File: src/rtl/clk_div_monitor_if.sv
// Interface bundling the stream under test and the monitor's results.
//   pulse_in     : divided clock / strobe under test (synchronous to clk)
//   period       : last measured rising-edge-to-rising-edge period, in clk cycles
//   period_valid : one-cycle pulse; period updated this cycle
//   locked       : high while the stream is in lock
//   err          : one-cycle pulse on a period mismatch or a timeout
//   err_cnt      : saturating count of err pulses
// Modports:
//   master : drives the stream and observes the results (stimulus side)
//   slave  : the monitor itself
interface clk_div_monitor_if #(
  parameter int CNT_W = 8,
  parameter int ERR_W = 8
);
  logic             pulse_in;
  logic [CNT_W-1:0] period;
  logic             period_valid;
  logic             locked;
  logic             err;
  logic [ERR_W-1:0] err_cnt;

  modport master (
    output pulse_in,
    input  period, period_valid, locked, err, err_cnt
  );

  modport slave (
    input  pulse_in,
    output period, period_valid, locked, err, err_cnt
  );
endinterface

File: src/rtl/clk_div_monitor.sv
// Receive-side checker for a divided-clock / strobe stream.
// Measures the rising-edge-to-rising-edge period of pulse_in in clk cycles,
// compares it against DIV, declares lock after LOCK_N consecutive correct
// periods and flags mismatches and missing edges (timeout at 2*DIV cycles).
// Ports:
//   clk  : system clock
//   rst  : synchronous reset, active-high
//   bus  : clk_div_monitor_if.slave (pulse_in in; period, period_valid,
//          locked, err, err_cnt out)
// The interface instance must use the same CNT_W / ERR_W as this module.
module clk_div_monitor #(
  parameter int DIV    = 4,
  parameter int CNT_W  = 8,
  parameter int LOCK_N = 3,
  parameter int ERR_W  = 8
) (
  input  logic              clk,
  input  logic              rst,
  clk_div_monitor_if.slave  bus
);

  typedef enum logic [1:0] {
    IDLE   = 2'd0,  // waiting for the first edge
    HUNT   = 2'd1,  // measuring, not yet locked
    LOCKED = 2'd2   // stream in lock
  } state_t;

  localparam logic [CNT_W-1:0] DIV_C  = CNT_W'(DIV);
  localparam logic [CNT_W-1:0] TMO_C  = CNT_W'(2 * DIV);
  localparam logic [3:0]       LOCK_C = 4'(LOCK_N);

  state_t           state;
  logic             pulse_d;
  logic [CNT_W-1:0] cnt;
  logic [3:0]       good_cnt;
  logic [3:0]       good_next;
  logic             rise;

  logic [CNT_W-1:0] period_q;
  logic             period_valid_q;
  logic             locked_q;
  logic             err_q;
  logic [ERR_W-1:0] err_cnt_q;

  assign rise      = bus.pulse_in & ~pulse_d;
  assign good_next = good_cnt + 4'd1;

  // NOTE: all state and registered outputs live in one clocked block using
  // non-blocking assignments, so every read of cnt/good_cnt/state below sees
  // the value from before this edge, independent of statement order.
  always_ff @(posedge clk) begin
    if (rst) begin
      state          <= IDLE;
      // NOTE: pulse_d resets to 1 so a stream already high when reset is
      // released is not mistaken for a rising edge.
      pulse_d        <= 1'b1;
      cnt            <= '0;
      good_cnt       <= '0;
      period_q       <= '0;
      period_valid_q <= 1'b0;
      locked_q       <= 1'b0;
      err_q          <= 1'b0;
      err_cnt_q      <= '0;
    end else begin
      pulse_d        <= bus.pulse_in;
      period_valid_q <= 1'b0;
      err_q          <= 1'b0;

      unique case (state)
        IDLE: begin
          if (rise) begin
            cnt   <= CNT_W'(1);
            state <= HUNT;
          end
        end

        HUNT, LOCKED: begin
          if (rise) begin
            // A rise always wins over a coincident timeout: the edge is
            // reported with period = cnt (possibly 2*DIV, a mismatch).
            cnt            <= CNT_W'(1);
            period_q       <= cnt;
            period_valid_q <= 1'b1;
            if (cnt == DIV_C) begin
              if (state == HUNT) begin
                if (good_next == LOCK_C) begin
                  state    <= LOCKED;
                  locked_q <= 1'b1;
                  good_cnt <= '0;
                end else begin
                  good_cnt <= good_next;
                end
              end
            end else begin
              err_q    <= 1'b1;
              if (err_cnt_q != '1) err_cnt_q <= err_cnt_q + 1'b1;
              good_cnt <= '0;
              locked_q <= 1'b0;
              state    <= HUNT;
            end
          end else if (cnt == TMO_C) begin
            // Missing edge: give up on this stream and wait for a new edge.
            err_q    <= 1'b1;
            if (err_cnt_q != '1) err_cnt_q <= err_cnt_q + 1'b1;
            good_cnt <= '0;
            locked_q <= 1'b0;
            cnt      <= '0;
            state    <= IDLE;
          end else begin
            cnt <= cnt + 1'b1;
          end
        end

        default: state <= IDLE;
      endcase
    end
  end

  assign bus.period       = period_q;
  assign bus.period_valid = period_valid_q;
  assign bus.locked       = locked_q;
  assign bus.err          = err_q;
  assign bus.err_cnt      = err_cnt_q;

endmodule

File: src/flat_wrapper.sv
// flat-port wrapper written by rule: the top's interface ports become plain ports
module clk_div_monitor_flat 
#(
  parameter int DIV    = 4,
  parameter int CNT_W  = 8,
  parameter int LOCK_N = 3,
  parameter int ERR_W  = 8
)
  (clk, rst, bus_pulse_in, bus_period, bus_period_valid, bus_locked, bus_err, bus_err_cnt);
  clk_div_monitor_if #(.CNT_W(CNT_W), .ERR_W(ERR_W)) bus_i ();
  input  logic clk;
  input  logic rst;
  input wire logic [$bits(bus_i.pulse_in)-1:0] bus_pulse_in;
  output wire logic [$bits(bus_i.period)-1:0] bus_period;
  output wire logic [$bits(bus_i.period_valid)-1:0] bus_period_valid;
  output wire logic [$bits(bus_i.locked)-1:0] bus_locked;
  output wire logic [$bits(bus_i.err)-1:0] bus_err;
  output wire logic [$bits(bus_i.err_cnt)-1:0] bus_err_cnt;
  assign bus_i.pulse_in = bus_pulse_in;
  assign bus_period = bus_i.period;
  assign bus_period_valid = bus_i.period_valid;
  assign bus_locked = bus_i.locked;
  assign bus_err = bus_i.err;
  assign bus_err_cnt = bus_i.err_cnt;
  clk_div_monitor #(.DIV(DIV), .CNT_W(CNT_W), .LOCK_N(LOCK_N), .ERR_W(ERR_W)) u_core (.clk(clk), .rst(rst), .bus(bus_i));
endmodule
File: config.mk
export PLATFORM = sky130hd
export DESIGN_NAME = clk_div_monitor_flat
export DESIGN_NICKNAME = d
export VERILOG_FILES = /design/src/rtl/clk_div_monitor_if.sv /design/src/rtl/clk_div_monitor.sv /design/src/flat_wrapper.sv
export SDC_FILE = /design/constraint.sdc
export NUM_CORES = 1
export LEC_CHECK = 0
export ABC_AREA = 1
export ABC_CLOCK_PERIOD_IN_PS = 4630
export CAP_MARGIN = 20
export CELL_PAD_IN_SITES_DETAIL_PLACEMENT = 1
export CELL_PAD_IN_SITES_GLOBAL_PLACEMENT = 1
export CORE_ASPECT_RATIO = 0.8
export CORE_UTILIZATION = 43
export DETAILED_ROUTE_END_ITERATION = 12
export GPL_TIMING_DRIVEN = 0
export PLACE_DENSITY = 0.8
export RECOVER_POWER = 25
export SLEW_MARGIN = 20
export SYNTH_ARGS = -nofsm -noshare
export SYNTH_HDL_FRONTEND = slang
export SYNTH_SLANG_ARGS = --single-unit
export TNS_END_PERCENT = 100
File: constraint.sdc
create_clock -name clk -period 4.63 [get_ports clk]
set_clock_uncertainty 0.05 [all_clocks]
set_input_delay 0.6945 -clock clk [delete_from_list [all_inputs] [get_ports clk]]
set_output_delay 0.6945 -clock clk [all_outputs]
set_load 0.01 [all_outputs]
==> reports/results.ini <==
[global_route]
grt_usage_pct=22.3
grt.met2_usage_pct=35.7
grt_pass1_wl_um=7460
busiest_layer=met2
grt_pass1_vias=1598
met1_usage_pct=29.1
antenna_found_initial=0
grt_max_degree=13
overflow=0
use_met3_pct=5.32

[floorplanning]
fp.coreArea_um2=3950
dieArea_um2=4590
ios=22
die_w_um=75.5
rows=20
start_util_pct=47.0
die_h_um=60.8

[place]
gp_congestion=0.773
pre_cts_ws_ns=2.31
port_buffers=21
post-place-cells=321
dpl.hpwl_um=3360

[worst_setup_path]
crit_path_end_kind=register
slowest_delay_ns=0.62
critPathMaxFanout=7
startpoint_type=primary input
crit_family=simple AND/OR/NAND/NOR gates
crit_type=in2reg
cp.required_ns=4.82
critical_path.most_common_cell=nand2_1
cp.depth=9
path_cells=dlygate4sd3_1 > nand2_4 > nor2_1 > o21ai_0 > nand2_1 > nand2_1 > nand3_1 > nand2_1 > nor2_1
r2r_cells=10
worst_path_max_delay_cell=dlygate4sd3_1
crit_buf_inv=1
arrival_ns=2.45

[detailed_routing]
drtIter0Drc=32
drtAntennaViolNets=0
first_pass_iters=4
vias_per_cell=5.03
wl_per_cell_um=13.6
drc_errors=0
via_count=1656
drt-total-wl_um=4480

[cts]
clk_latency_ns=0.29
cts_resized=0
clk_pin_slew_worst_paths_ns=0.07
cts_setup_buffers=0
cts.htree.levels=2
clkSinkCount=34
clock_path_buffers=2
root_buffer=clkbuf_8
cts_buffers=5
hold_buffers=0
cts_tree=built

[synthesis]
synthAdderAreaFrac_pct=6.06
synth_nets=257
synth_top_family_by_area=simple AND/OR/NAND/NOR gates
netlist_area_um2=1860
synthSimpleGateAreaFrac_pct=34.8
ys_types=30
synth_compound_area_share_pct=11.9
postSynthAreaPerCell_um2=7.58
ys.warnings.count=0
ys_seq_elements=34
synth-xor-area-share_pct=4.25
ys_seq_area_share_pct=36.7
syn_inst=245
muxShareOfSynthArea_pct=0

[sta]
period_needed_ns=2.26
setup_viol=0
clock.fmax_ghz=0.442
slew_headroom_pct=63.8
hold_viol=0
finalMaxSlewViolations=0
tns_ns=0
rsz0062_at_grt=false
min_period_over_period_pct=48.8
worst_pin_slew_ns=0.543
fin_ws_ns=2.37

[cells_and_area]
final_nets=285
drive_above_1_share_pct=15.7
diodes=0
syn_to_final_growth_pct=20.8
layout.cells.non_filler=329

[power]
power_uw=897
power_density_nw_per_um2=400
cellLeakagePower_nw=0.956
vdd_drop_max_mv=0.246

[run]
maxCapViolations=0

[status]
status=completed

[worst_hold_path]
hp-class=reg2reg
hold_depth=2

## synthesized netlist by cell type
| master | instances | share of area (%) |
|---|---|---|
| nand4_1 | 2 | 0.67 |
| xnor2_1 | 2 | 0.94 |
| a21oi_2 | 2 | 0.94 |
| o21ai_4 | 2 | 1.8 |
| nor3_2 | 1 | 0.54 |
| nand3_2 | 2 | 1.1 |
| a31oi_1 | 1 | 0.34 |
| nand3b_1 | 1 | 0.40 |
| inv_2 | 5 | 1.0 |
| nor2_1 | 35 | 7.1 |
| ha_1 | 9 | 6.1 |
| nand3_1 | 18 | 4.9 |
| nand2_2 | 7 | 2.4 |
| nand3b_4 | 1 | 1.1 |
| inv_1 | 23 | 4.6 |
| buf_2 | 2 | 0.54 |
| clkbuf_1 | 1 | 0.20 |
| nor3_1 | 1 | 0.27 |
| o21ai_0 | 15 | 4.0 |
| dfxtp_1 | 34 | 37 |
| o21ai_1 | 1 | 0.27 |
| xor2_1 | 7 | 3.3 |
| nand2_1 | 42 | 8.5 |
| nor2_4 | 2 | 1.2 |
| nor3_4 | 1 | 0.88 |
| nand2_4 | 4 | 2.4 |
| nor2_2 | 7 | 2.4 |
| nor2_8 | 1 | 1.1 |
| o21ai_2 | 1 | 0.47 |
| a21oi_1 | 15 | 4.0 |
## final timing paths
path,startpoint,to,slack (ns)
worst max-delay path,bus_pulse_in,u_core.state[0],2.37
worst min-delay path,u_core.bus.locked,u_core.bus.locked,0.41
worst max register to register,u_core.state[0],u_core.state[0],2.52
worst min register to register,u_core.bus.locked,u_core.bus.locked,0.41
## power by group
group / switching, mW / internal (mW) / leakage [nW]
sequential: 0.0192 / 0.319 / 0.276
combinational: 0.191 / 0.0884 / 0.630
clock: 0.119 / 0.160 / 0.0504
total: 0.329 / 0.568 / 0.956
## cell type report
| cell class | instances | area (um^2) |
|---|---|---|
| plain buffers | 3 | 12.5 |
| clock buffers | 5 | 68.8 |
| clock inverters | 3 | 45.0 |
| fillers | 547 | 1710 |
| inverters | 28 | 105 |
| multi-input cells | 180 | 1050 |
| flip-flops and latches | 34 | 681 |
| well taps | 55 | 68.8 |
| repair buffers | 21 | 210 |
## stage by stage
stage / util (%) / cell area (um^2) / hold slack, ns
finish: 56.7 / 2240 / 0.409
detailed placement: 54.0 / 2140 / 0.405
global placement: 54.0 / 2140 / 0.392
global route: 56.7 / 2240 / 0.425
floorplan: - / 1860 / 0.423
CTS: 56.9 / 2250 / 0.417
## cells in the final DEF (no fill, tap or decap), types with 4 or more instances in the layout
| cell type | Yosys | routed |
|---|---|---|
| a21oi_1 | 15 | 15 |
| nand3_1 | 18 | 18 |
| dlygate4sd3_1 | 0 | 9 |
| ha_1 | 9 | 9 |
| inv_2 | 5 | 5 |
| nand2_1 | 42 | 42 |
| clkdlybuf4s50_1 | 0 | 12 |
| nand2_2 | 7 | 7 |
| inv_1 | 23 | 23 |
| dfxtp_1 | 34 | 34 |
| clkbuf_8 | 0 | 5 |
| xor2_1 | 7 | 7 |
| nor2_2 | 7 | 5 |
| nor2_1 | 35 | 37 |
| nand2_4 | 4 | 4 |
| o21ai_0 | 15 | 15 |
## layer usage
layer  vias to the layer above  part of all wire (%)  routed length (um)
met1                       781                    51                2280
met3                         7                   2.6                 117
met5                         -                     0                   0
li1                        845                     -                   -
met4                         0                   1.5                  67
met2                        23                    45                2020
## worst register-to-register path, stage by stage (launching register included)
cell and delay [ns]:
dfxtp_1 0.38, inv_1 0.08, ha_1 0.33, inv_1 0.16
nor2_1 0.47, o21ai_0 0.22, nand2_1 0.10, nand2_1 0.05
nand3_1 0.07, nand2_1 0.05, nor2_1 0.09
## sequential cells by signal (all words and copies together) (netlist names)
register                 count
u_core.good_cnt              4
u_core.cnt                   8
u_core.pulse_d               1
u_core.bus.err               1
u_core.bus.locked            1
u_core.bus.err_cnt           8
u_core.bus.period_valid      1
u_core.bus.period            8
u_core.state                 2
## cells by family after synthesis
family                   after synthesis
adder cells (fa/ha/maj)                9
AND/OR/NAND/NOR                      125
buffers and inverters                 31
flip-flops                            34
AO/OA/AOI/OAI                         37
XOR/XNOR                               9
(Power assumes the default switching activity.)
